[config.mk]
export PLATFORM = sky130hd
export DESIGN_NAME = bcd_line_emitter_flat
export DESIGN_NICKNAME = d
export VERILOG_FILES = /design/src/rtl/bcd_line_emitter_if.sv /design/src/rtl/bcd_line_emitter.sv /design/src/flat_wrapper.sv
export SDC_FILE = /design/constraint.sdc
export NUM_CORES = 1
export LEC_CHECK = 0
export ABC_AREA = 0
export BUFFER_PORTS_ARGS = -buffer_cell sky130_fd_sc_hd__buf_2
export CAP_MARGIN = 40
export CORE_MARGIN = 10
export CORE_UTILIZATION = 56
export CTS_CLUSTER_SIZE = 30
export DETAILED_ROUTE_END_ITERATION = 10
export PLACE_DENSITY_LB_ADDON = 0.3
export RECOVER_POWER = 50
export SYNTH_ARGS = -nofsm -noshare
export SYNTH_HDL_FRONTEND = slang
export SYNTH_SLANG_ARGS = --single-unit
[constraint.sdc]
create_clock -name clk -period 2.2 [get_ports clk]
set_clock_uncertainty 0.05 [all_clocks]
set_input_delay 0.22 -clock clk [delete_from_list [all_inputs] [get_ports clk]]
set_output_delay 0.22 -clock clk [all_outputs]
set_load 0.1 [all_outputs]
[src/rtl/bcd_line_emitter_if.sv]
// Byte-stream and control bundle between the FizzBuzz datapath, the line
// emitter and the downstream UART byte sink.
interface bcd_line_emitter_if;
  logic       start;
  logic [3:0] digit2;
  logic [3:0] digit1;
  logic [3:0] digit0;
  logic       fizz;
  logic       buzz;
  logic [7:0] out_char;
  logic       out_valid;
  logic       out_ready;
  logic       busy;
  logic       done;

  // Emitter side: consumes the request and digits, drives the byte stream.
  modport master (
    input  start, digit2, digit1, digit0, fizz, buzz, out_ready,
    output out_char, out_valid, busy, done
  );

  // Requester/sink side: the mirror image of the emitter.
  modport slave (
    output start, digit2, digit1, digit0, fizz, buzz, out_ready,
    input  out_char, out_valid, busy, done
  );
endinterface

[src/rtl/bcd_line_emitter.sv]
// Converts one snapshot of the 3-digit BCD counter plus fizz/buzz flags into
// an ASCII text line ("Fizz", "Buzz", "FizzBuzz" or the decimal value) and
// streams it one byte per transfer over a valid/ready interface.
//
// state    | meaning
// ---------+-----------------------------------------------------------
// S_IDLE   | waiting for start; out_valid low
// S_WORD   | streaming "Fizz"/"Buzz"/"FizzBuzz", idx_q is the byte index
// S_DIGITS | streaming decimal digits, pos_q: 0=hundreds 1=tens 2=units
// S_CR     | presenting carriage return (only reachable when EMIT_CR=1)
// S_LF     | presenting line feed; its transfer finishes the line
module bcd_line_emitter #(
  parameter bit EMIT_CR        = 1'b1,
  parameter bit SUPPRESS_ZEROS = 1'b1
) (
  input logic                clk,
  input logic                rst,
  bcd_line_emitter_if.master bus
);

  typedef enum logic [2:0] {
    S_IDLE   = 3'd0,
    S_WORD   = 3'd1,
    S_DIGITS = 3'd2,
    S_CR     = 3'd3,
    S_LF     = 3'd4
  } state_t;

  state_t     state_q;
  logic [3:0] dig2_q;
  logic [3:0] dig1_q;
  logic [3:0] dig0_q;
  logic       fizz_q;
  logic       buzz_q;
  logic [2:0] idx_q;
  logic [1:0] pos_q;
  logic [7:0] char_q;
  logic       valid_q;
  logic       busy_q;
  logic       done_q;

  logic       xfer_d;
  logic       word_last_d;
  logic [2:0] idx_d;
  logic [1:0] pos_d;
  logic [3:0] next_dig_d;
  logic [1:0] first_pos_d;
  logic [3:0] first_dig_d;
  state_t     term_state_d;
  logic [7:0] term_char_d;

  // Invalid BCD codes print as '?' so a corrupted counter is visible on the line.
  function automatic logic [7:0] digit_char(input logic [3:0] d);
    if (d > 4'd9) begin
      return 8'h3F;
    end
    return 8'h30 + {4'h0, d};
  endfunction

  // Bytes 0..3 spell "Fizz" when fizz is set, otherwise "Buzz"; bytes 4..7
  // only occur for FizzBuzz and always spell "Buzz".
  function automatic logic [7:0] word_char(input logic [2:0] idx, input logic fz);
    logic use_fizz;
    use_fizz = fz && !idx[2];
    case (idx[1:0])
      2'd0:    return use_fizz ? 8'h46 : 8'h42;
      2'd1:    return use_fizz ? 8'h69 : 8'h75;
      default: return 8'h7A;
    endcase
  endfunction

  // Next-byte selection: transfer detect, sequence ends, and the first
  // printable digit so suppressed leading zeros never cost a cycle.
  always_comb begin
    xfer_d      = valid_q && bus.out_ready;
    idx_d       = idx_q + 3'd1;
    pos_d       = pos_q + 2'd1;
    word_last_d = (fizz_q && buzz_q) ? (idx_q == 3'd7) : (idx_q == 3'd3);
    next_dig_d  = (pos_d == 2'd1) ? dig1_q : dig0_q;

    if (!SUPPRESS_ZEROS || (bus.digit2 != 4'd0)) begin
      first_pos_d = 2'd0;
    end else if (bus.digit1 != 4'd0) begin
      first_pos_d = 2'd1;
    end else begin
      first_pos_d = 2'd2;
    end

    case (first_pos_d)
      2'd0:    first_dig_d = bus.digit2;
      2'd1:    first_dig_d = bus.digit1;
      default: first_dig_d = bus.digit0;
    endcase

    term_state_d = EMIT_CR ? S_CR : S_LF;
    term_char_d  = EMIT_CR ? 8'h0D : 8'h0A;
  end

  // Line sequencer with registered byte/handshake outputs; reset abandons
  // any partial line without a done pulse.
  always_ff @(posedge clk) begin
    if (rst) begin
      state_q <= S_IDLE;
      dig2_q  <= 4'd0;
      dig1_q  <= 4'd0;
      dig0_q  <= 4'd0;
      fizz_q  <= 1'b0;
      buzz_q  <= 1'b0;
      idx_q   <= 3'd0;
      pos_q   <= 2'd0;
      char_q  <= 8'h00;
      valid_q <= 1'b0;
      busy_q  <= 1'b0;
      done_q  <= 1'b0;
    end else begin
      done_q <= 1'b0;
      case (state_q)
        S_IDLE: begin
          if (bus.start) begin
            dig2_q  <= bus.digit2;
            dig1_q  <= bus.digit1;
            dig0_q  <= bus.digit0;
            fizz_q  <= bus.fizz;
            buzz_q  <= bus.buzz;
            valid_q <= 1'b1;
            busy_q  <= 1'b1;
            if (bus.fizz || bus.buzz) begin
              state_q <= S_WORD;
              idx_q   <= 3'd0;
              char_q  <= word_char(3'd0, bus.fizz);
            end else begin
              state_q <= S_DIGITS;
              pos_q   <= first_pos_d;
              char_q  <= digit_char(first_dig_d);
            end
          end
        end

        S_WORD: begin
          if (xfer_d) begin
            if (word_last_d) begin
              state_q <= term_state_d;
              char_q  <= term_char_d;
            end else begin
              idx_q  <= idx_d;
              char_q <= word_char(idx_d, fizz_q);
            end
          end
        end

        S_DIGITS: begin
          if (xfer_d) begin
            if (pos_q == 2'd2) begin
              state_q <= term_state_d;
              char_q  <= term_char_d;
            end else begin
              pos_q  <= pos_d;
              char_q <= digit_char(next_dig_d);
            end
          end
        end

        S_CR: begin
          if (xfer_d) begin
            state_q <= S_LF;
            char_q  <= 8'h0A;
          end
        end

        S_LF: begin
          if (xfer_d) begin
            state_q <= S_IDLE;
            valid_q <= 1'b0;
            busy_q  <= 1'b0;
            done_q  <= 1'b1;
          end
        end

        default: begin
          state_q <= S_IDLE;
          valid_q <= 1'b0;
          busy_q  <= 1'b0;
        end
      endcase
    end
  end

  assign bus.out_char  = char_q;
  assign bus.out_valid = valid_q;
  assign bus.busy      = busy_q;
  assign bus.done      = done_q;

endmodule

[src/flat_wrapper.sv]
// flat-port wrapper written by rule: the top's interface ports become plain ports
module bcd_line_emitter_flat 
#(
  parameter bit EMIT_CR        = 1'b1,
  parameter bit SUPPRESS_ZEROS = 1'b1
)
  (clk, rst, bus_start, bus_digit2, bus_digit1, bus_digit0, bus_fizz, bus_buzz, bus_out_ready, bus_out_char, bus_out_valid, bus_busy, bus_done);
  bcd_line_emitter_if bus_i ();
  input logic clk;
  input logic rst;
  input wire logic [$bits(bus_i.start)-1:0] bus_start;
  input wire logic [$bits(bus_i.digit2)-1:0] bus_digit2;
  input wire logic [$bits(bus_i.digit1)-1:0] bus_digit1;
  input wire logic [$bits(bus_i.digit0)-1:0] bus_digit0;
  input wire logic [$bits(bus_i.fizz)-1:0] bus_fizz;
  input wire logic [$bits(bus_i.buzz)-1:0] bus_buzz;
  input wire logic [$bits(bus_i.out_ready)-1:0] bus_out_ready;
  output wire logic [$bits(bus_i.out_char)-1:0] bus_out_char;
  output wire logic [$bits(bus_i.out_valid)-1:0] bus_out_valid;
  output wire logic [$bits(bus_i.busy)-1:0] bus_busy;
  output wire logic [$bits(bus_i.done)-1:0] bus_done;
  assign bus_i.start = bus_start;
  assign bus_i.digit2 = bus_digit2;
  assign bus_i.digit1 = bus_digit1;
  assign bus_i.digit0 = bus_digit0;
  assign bus_i.fizz = bus_fizz;
  assign bus_i.buzz = bus_buzz;
  assign bus_i.out_ready = bus_out_ready;
  assign bus_out_char = bus_i.out_char;
  assign bus_out_valid = bus_i.out_valid;
  assign bus_busy = bus_i.busy;
  assign bus_done = bus_i.done;
  bcd_line_emitter #(.EMIT_CR(EMIT_CR), .SUPPRESS_ZEROS(SUPPRESS_ZEROS)) u_core (.clk(clk), .rst(rst), .bus(bus_i));
endmodule
### Yosys cells after proc, flatten, opt, wreduce, memory -nomap -nowiden

Index checks and enable logic that the tools add are counted.

* input bits: 18
* word-level logic and storage cells: 114
* flip-flop bits (word level): 28

* reductions and logical operators: 21
* $lt $le $gt $ge: 2
* bitwise gates (word level): 2
* $add $sub $neg: 4
* multiplexer cells: 54
* eq/ne operators: 21

Operator list (number)
* $mux W8: 11
* $mux W3: 13
* $pmux W8 S4: 1
* $pmux W8 S2: 1
* $pmux W3 S5: 1
* $reduce_and A5 Y1: 3
* $add A6 B4 Y7 const A: 2
* $mux W1: 14
* $mux W2: 7
* $ne A2 B1 Y1 const B: 7
* $reduce_bool A4 Y1: 3
* $eq A3 B2 Y1 const B: 3
* $gt A4 B4 Y1 const B: 2
* $ne A2 B2 Y1 const B: 4
* $pmux W4 S2: 1
* $reduce_and A7 Y1: 1
* $eq A2 B1 Y1 const B: 3
* $eq A3 B3 Y1 const B: 2
* $pmux W3 S2: 1
* $mux W5: 1
* $logic_not A2 Y1: 2
* $mux W4: 1
* $pmux W2 S2: 1
* $reduce_bool A2 Y1: 2
* 14 further kinds: 17

### Depth between registers and ports, before layout

Gate-level depths: netlist (run 1).

* depth in word-level cells: 15
* gate-level depth with buffers: 8
* depth with buffers taken out: 7

### Worst setup path before layout (run 1)

Ideal clock, no wire load.

* path kind: reg2reg
* start: register u_core.valid_q (netlist: u_core.bus.out_valid)
* end: register u_core.state_q[0]
* stages on the path, launching flop included: 6
* buffers on the path: 0
* period minus slack after synthesis: 2264 ps
* arrival: 2136 ps
* slack: -64 ps
* cell sequence: dfxtp_1 nand2_1 a221oi_1 o21ai_0 o21a_1 nor3_1

* cells in the longest elaborated chain, start to end: 3
* elaborated cells on any way between the ends: 6
* classes of those cells: 4 x eq/ne; 2 x reduce/logical

Ends and longest elaborated chain
* start, declared: RTL line bcd_line_emitter.sv:38 `logic valid_q;`
* start signal, assigned: RTL line bcd_line_emitter.sv:112 `valid_q <= 1'b0;`
* start signal, assigned: RTL line bcd_line_emitter.sv:125 `valid_q <= 1'b1;`
* start signal, assigned: RTL line bcd_line_emitter.sv:173 `valid_q <= 1'b0;`
* $logic_and A1 B1 Y1 (*): RTL line bcd_line_emitter.sv:75 `xfer_d = valid_q && bus.out_ready;`
* $ne A2 B1 Y1 (no source line)
* $reduce_and A7 Y1 (no source line) (*)
* end signal, assigned: RTL line bcd_line_emitter.sv:142 `state_q <= term_state_d;`
* end signal, assigned: RTL line bcd_line_emitter.sv:154 `state_q <= term_state_d;`
* end, declared: RTL line bcd_line_emitter.sv:29 `state_t state_q;`

Mark *: on every way between the ends. The rest lies on a longest branch, timed or not.
A chain may end at the register's enable or synchronous reset.

### Final worst setup path (run 1)

* start: register u_core.idx_q[1]
* end: register u_core.char_q[3] (netlist: u_core.bus.out_char[3])

* cells in the longest elaborated chain, start to end: 8
* elaborated cells on any way between the ends: 13
* classes of those cells: 1 x add/sub; 3 x eq/ne; 6 x mux; 3 x reduce/logical

Ends and longest elaborated chain
* start, declared: RTL line bcd_line_emitter.sv:35 `logic [2:0] idx_q;`
* start signal, assigned: RTL line bcd_line_emitter.sv:145 `idx_q <= idx_d;`
* $add A3 B1 Y3: RTL line bcd_line_emitter.sv:76 `idx_d = idx_q + 3'd1;`
* $logic_not A1 Y1: RTL line bcd_line_emitter.sv:64 `use_fizz = fz && !idx[2];`
* $logic_and A1 B1 Y1: RTL line bcd_line_emitter.sv:64
* $mux W5: RTL line bcd_line_emitter.sv:67 `2'd1: return use_fizz ? 8'h69 : 8'h75;`
* $pmux W8 S2: RTL line bcd_line_emitter.sv:65 `case (idx[1:0])`
* $mux W8 (*): RTL line bcd_line_emitter.sv:141 `if (word_last_d) begin`
* $mux W8 (*): RTL line bcd_line_emitter.sv:140 `if (xfer_d) begin`
* $pmux W8 S4 (*): RTL line bcd_line_emitter.sv:117 `case (state_q)`
* end signal, assigned: RTL line bcd_line_emitter.sv:130 `char_q <= word_char(3'd0, bus.fizz);`
* end signal, assigned: RTL line bcd_line_emitter.sv:143 `char_q <= term_char_d;`
* end signal, assigned: RTL line bcd_line_emitter.sv:146 `char_q <= word_char(idx_d, fizz_q);`
* end, declared: RTL line bcd_line_emitter.sv:37 `logic [7:0] char_q;`

Mark *: on every way between the ends. The rest lies on a longest branch, timed or not. The select of a mux whose other input is x is not followed.

==> metrics.txt, run 1 <==
TritonCTS clock tree yes; Initial Util 58.2%; Logic pwr share 47.6%; input/output buffers 27; Via Count 1725; Placement Cell Area 1910 um^2; Synth async-reset ratio 0%; worst reg2reg setup slack 0.27 ns; Sw Pwr 0.000765 W; syn_nets 253; Post-CTS Setup Bufs 0; RSZ-0062 raised after global routing false; # clock sinks 27; Sw Ratio 48.0%; first-pass GRT wire length 7310 um; Post-Syn Area 1760 um^2; row cnt 20; Antenna Nets Post-Route 0; CP endpoint kind register; nets 274; crit path DAT 2.14 ns; drt initial violations 116; multi-input logic area 1090 um^2; Hold Slack 0.0681 ns; largest cells by area after synthesis dfxtp_1 31%, a21oi_1 8.2%, nand2_1 7.0%; Hold EP u_core.dig0_q[0]; setup TNS 0 ns; worst reg2reg startpoint u_core.idx_q[1]; CP Launch Type register; DR WL/cell 14.6 um; R2R cell count 6; Seq cells post-synth 27; final count of hold timing violations 0; top-area cell type share of the netlist area 30.7%; gr ovfl total 0; Crit Reg-Reg Endpoint u_core.bus.out_char[3]; Slew HR 22.1%; fill cell count 288; I/O pin count 29; CTS Buffer Depth 2; area delta synth->final 8.66%; crit path time final 1.93 ns; DRT Pass-1 Iters 4; CP Class register to register; Critical Path RT 2.41 ns; core box area 3030 um^2; Clock transition at path regs 0.14 ns; CP Max Fanout 12; Vias/cell 5.85; met2 layer usage reported by global route 24.0%; worst-skew pair later-pin latency 0.33 ns; cells along the critical path ha_1 -> nor2b_1 -> a21oi_1 -> o211ai_1 -> a22oi_1 -> a221oi_1; post-synth cell types 50; slowest CP cell dfxtp_1; largest net degree at the start of global routing 29; post-synthesis cell count 231; hold_buf cts 0; Max Fclk 0.517 GHz; H-tree depth 1; Sequential Power Share 38.5%; Final period util 87.9%; Pint 0.000830 W; worst hold start bus_digit0[0]; CP max stage delay 0.38 ns; antenna violations before repair 0; diodes inserted 0; gr usage total 14.5%; Clk pwr share 13.9%; DRC 0; outcome finished, final reports clean; Leak 0.704 nW; fin util 63.2%; grt met1 use 18.5%; detailed placement HPWL 3270 um; GR Util met3 2.95%; Slew Viols, Final 0; Die X 76.1 um; post-synth top area cell dfxtp_1; Slew @ Worst Pin 1.17 ns; post-route cell area 1910 um^2; Post-synth EDFFs 0; sequential-to-total area share from yosys stat 30.7%; die footprint 5790 um^2; Top FF cell, synth dfxtp_1; most frequent cells in the layout 33 x nand2_1, 29 x a21oi_1, 26 x dfxtp_1, 20 x nor2_1, 17 x buf_2; Die Y-Extent 76.1 um; synth warn 0; P per Cell Area 833 nW/um^2; CTS resizes 0; proportion of layout cells with a drive suffix above 1 12.7%; final setup fails 0; final wirelength 4320 um; grt peak-use layer met2; synthesized area per cell 7.63 um^2; CTS buffer count 3; Hold Path Cell Cnt 3; GPL Wtd Cong 0.838; max-cap viol count 0; setup ws final 0.265 ns; vias in the first global route 1611; commonest non-fill, non-tap cell in the layout nand2_1; pre-CTS setup slack 0.289 ns; Root Buffer Master clkbuf_4; worst min-delay path category input port to register; register area 542 um^2; Worst IR Drop VDD 414 uV
registers in the layout (all words and copies together) (netlist names), 2 cells and up:
name and cells:
u_core.pos_q 2, u_core.idx_q 3, u_core.state_q 3, u_core.dig0_q 4
u_core.bus.out_char 7, u_core.dig1_q 4
area by class of cell:
cell class / instances / share of cell area, %
Multi-Input combinational cell: 176 / 57.1
Sequential cell: 27 / 28.3
Timing Repair Buffer: 31 / 7.78
Tap cell: 44 / 2.88
Inverter: 13 / 2.55
Clock buffer: 4 / 1.37
worst max-delay path: cells and delay by family, from the launching register on:
kind,cells,cell delay [ns]
AND/OR/NAND/NOR,1,0.38
flip-flops,1,0.38
AO/OA/AOI/OAI,4,0.69
adder cells (fa/ha/maj),1,0.37
power by group through the flow:
stage | clock (W) | sequential [W] | combinational [W]
2_1_floorplan | 0 | 0.000825 | 0.000416
3_3_place_gp | 0 | 0.000621 | 0.000764
3_5_place_dp | 0 | 0.000623 | 0.000770
4_1_cts | 0.000219 | 0.000613 | 0.000773
5_1_grt | 0.000243 | 0.000625 | 0.000824
6_report | 0.000222 | 0.000614 | 0.000760
routing by layer:
metal	part of all wire, %	wire length, um
met1	46	2010
met2	46	2000
met3	6.2	266
met4	1.1	48
met5	0	0
Yosys cell counts (2+ instances only):
library cell,count
nand2_1,33
a21oi_1,29
dfxtp_1,27
nor2_1,20
inv_1,13
o21ai_0,9
a211oi_1,6
clkbuf_1,6
nand3_1,6
nor3_1,6
mux2i_1,5
ha_1,4
nor4b_1,4
o211ai_1,4
a22oi_1,3
a311oi_1,3
buf_2,3
buf_4,3
nor2b_1,3
nor3b_1,3
o21a_1,3
a221oi_1,2
buf_1,2
nand2b_1,2
nand3b_1,2
nand4b_1,2
nor4_4,2
o22a_1,2
o31ai_1,2
or3_1,2
cell families after synthesis:
family / Yosys count / share of synthesized area (%)
and+or+nand+nor: 91 / 27.4
AOI/OAI and AO/OA: 75 / 28.8
buffers and inverters: 28 / 7.24
DFF: 27 / 30.7
muxes: 5 / 2.84
adders and majority gates: 4 / 2.84
other: 1 / 0.213
stage by stage:
stage | instances | power [W]
2_1_floorplan | 231 | 0.00124
3_5_place_dp | 291 | 0.00139
5_1_grt | 295 | 0.00169
4_1_cts | 295 | 0.00160
6_report | 295 | 0.00160
3_3_place_gp | 291 | 0.00138
worst max path at each step:
| stage | startpoint | endpoint | slack, ns | depth (start not counted) |
|---|---|---|---|---|
| 3_5_place_dp | u_core.idx_q[1] | u_core.bus.out_char[3] | 0.29 | 6 |
| 5_1_grt | u_core.idx_q[1] | u_core.bus.out_char[3] | 0.10 | 6 |
| 6_report | u_core.idx_q[1] | u_core.bus.out_char[3] | 0.27 | 6 |
| 2_1_floorplan | u_core.bus.out_valid | u_core.state_q[0] | 0.33 | 5 |
| 3_3_place_gp | u_core.idx_q[1] | u_core.bus.out_char[3] | 0.34 | 6 |
| 4_1_cts | u_core.idx_q[1] | u_core.bus.out_char[3] | 0.25 | 6 |
Note: power is estimated with default switching activity, not from simulation.
==> inputs of run 2 (changes only) <==
- BUFFER_PORTS_ARGS: -buffer_cell sky130_fd_sc_hd__buf_2 -> -buffer_cell sky130_fd_sc_hd__buf_4
- CORE_MARGIN: 10 -> default
==> metrics.txt, run 2 (same netlist as run 1, synthesis figures left out) <==
H-tree depth 1 (unchanged); crit path time final 1.97 ns (+0.0375 ns); largest net degree at the start of global routing 29 (unchanged); Die Y-Extent 58.1 um (-24%); gr usage total 25.4% (+11 points); vias in the first global route 1513 (-6.1%); Sw Pwr 0.000768 W (+0.29%); DRC 0 (unchanged); core box area 2880 um^2 (-5.0%); input/output buffers 27 (unchanged); Post-CTS Setup Bufs 0 (unchanged); # clock sinks 27 (unchanged); Worst IR Drop VDD 520 uV (+26%); Pint 0.000837 W (+0.89%); Sequential Power Share 38.3% (-0.2 points); Max Fclk 0.507 GHz (-1.9%); CP endpoint kind register; Vias/cell 6.04 (+3.3%); Antenna Nets Post-Route 0 (unchanged); crit path DAT 2.16 ns (+0.02 ns); final wirelength 3980 um (-7.8%); Clock transition at path regs 0.16 ns (+0.02 ns); Slew @ Worst Pin 1.17 ns (-0.00623 ns); max-cap viol count 0 (unchanged); die footprint 3370 um^2 (-42%); TritonCTS clock tree yes; row cnt 19 (-5.0%); Die X 58.1 um (-24%); most frequent cells in the layout 33 x nand2_1, 29 x a21oi_1, 26 x dfxtp_1, 20 x nor2_1, 20 x buf_4; area delta synth->final 11.3%; Hold Slack 0.0857 ns (+0.0176 ns); worst-skew pair later-pin latency 0.33 ns (about the same); Logic pwr share 47.8% (+0.2 points); detailed placement HPWL 2950 um (-9.7%); worst min-delay path category input port to register; commonest non-fill, non-tap cell in the layout nand2_1; CP Launch Type register; diodes inserted 0 (unchanged); Leak 0.728 nW (+3.3%); CTS buffer count 3 (unchanged); Slew Viols, Final 0 (unchanged); Critical Path RT 2.39 ns (-0.02 ns); DRT Pass-1 Iters 4 (unchanged); DR WL/cell 13.6 um (-7.2%); Root Buffer Master clkbuf_4; flip-flop count of the largest register, all copies and words added 7 (unchanged); hold_buf cts 0 (unchanged); first-pass GRT wire length 6830 um (-6.6%); CTS resizes 0 (unchanged); P per Cell Area 819 nW/um^2 (-1.8%); GPL Wtd Cong 0.833 (-0.64%); final count of hold timing violations 0 (unchanged); I/O pin count 29 (unchanged); CP Class register to register; proportion of layout cells with a drive suffix above 1 14.3% (+1.6 points); CTS Buffer Depth 2 (unchanged); nets 274 (unchanged); drt initial violations 128 (+10%); antenna violations before repair 0 (unchanged); Clk pwr share 13.9% (about the same); Initial Util 61.2% (+3.1 points); RSZ-0062 raised after global routing false; Sw Ratio 47.8% (-0.15 points); gr ovfl total 0 (unchanged); final setup fails 0 (unchanged); Slew HR 22.5% (+0.41 points); setup TNS 0 ns (unchanged); Via Count 1770 (+2.6%); outcome finished, final reports clean; Final period util 89.6% (+1.7 points); CP Max Fanout 12 (unchanged)
-- run 2: cell types whose count changed in the layout (fill, tap and decap cells not counted), sizes merged --
cell    previous run  this run
clkinv             0         1
clkbuf            15        14
-- run 2: worst paths after layout --
| path | cells past startpoint | start | slack [ns] | endpoint |
|---|---|---|---|---|
| worst max-delay path | 5 | u_core.idx_q[1] | 0.23 | u_core.bus.out_char[1] |
| worst min-delay path | 3 | bus_digit0[3] | 0.09 | u_core.dig0_q[3] |
| worst max register to register | 5 | u_core.idx_q[1] | 0.23 | u_core.bus.out_char[1] |
| worst min register to register | 2 | u_core.bus.out_char[5] | 0.41 | u_core.bus.out_char[5] |
-- run 2: routing by layer --
layer	up-vias	wire length (um)	GRT usage, %
li1	878	-	-
met1	822	1870	36.9
met2	64	1790	39.9
met3	6	267	2.68
met4	0	44	7.14
met5	-	0	0
-- run 2: power by group through the flow --
stage | Combinational, W | Clock, W | Sequential, W
floorplan | 0.000416 | 0 | 0.000825
global placement | 0.000783 | 0 | 0.000625
detailed placement | 0.000791 | 0 | 0.000626
CTS | 0.000794 | 0.000224 | 0.000616
global route | 0.000821 | 0.000240 | 0.000625
finish | 0.000767 | 0.000223 | 0.000615
-- run 2: metrics by stage --
stage,cell area [um^2],total power [W],utilization (%),setup WS (ns),instances
2_1_floorplan,1760,0.00124,-,0.328,231
3_3_place_gp,1980,0.00141,68.7,0.323,289
3_5_place_dp,1980,0.00142,68.7,0.257,289
4_1_cts,2000,0.00163,69.6,0.199,293
5_1_grt,1960,0.00169,68.2,0.0997,293
6_report,1960,0.00161,68.2,0.228,293
-- run 2: critical path: stages, from the launching register on --
cell and delay, ns:
dfxtp_1 0.36, ha_1 0.30, and4_1 0.32, a211oi_1 0.37
o31ai_1 0.18, o41ai_2 0.31
-- run 2: layout make-up --
cell class / count / area (um^2)
tap: 42 / 52.6
fill: 267 / 916
clock buffer: 3 / 22.5
timing repair buffer: 31 / 194
multi-input combinational: 176 / 1100
clock inverter: 1 / 5.00
inverter: 13 / 48.8
sequential: 27 / 542
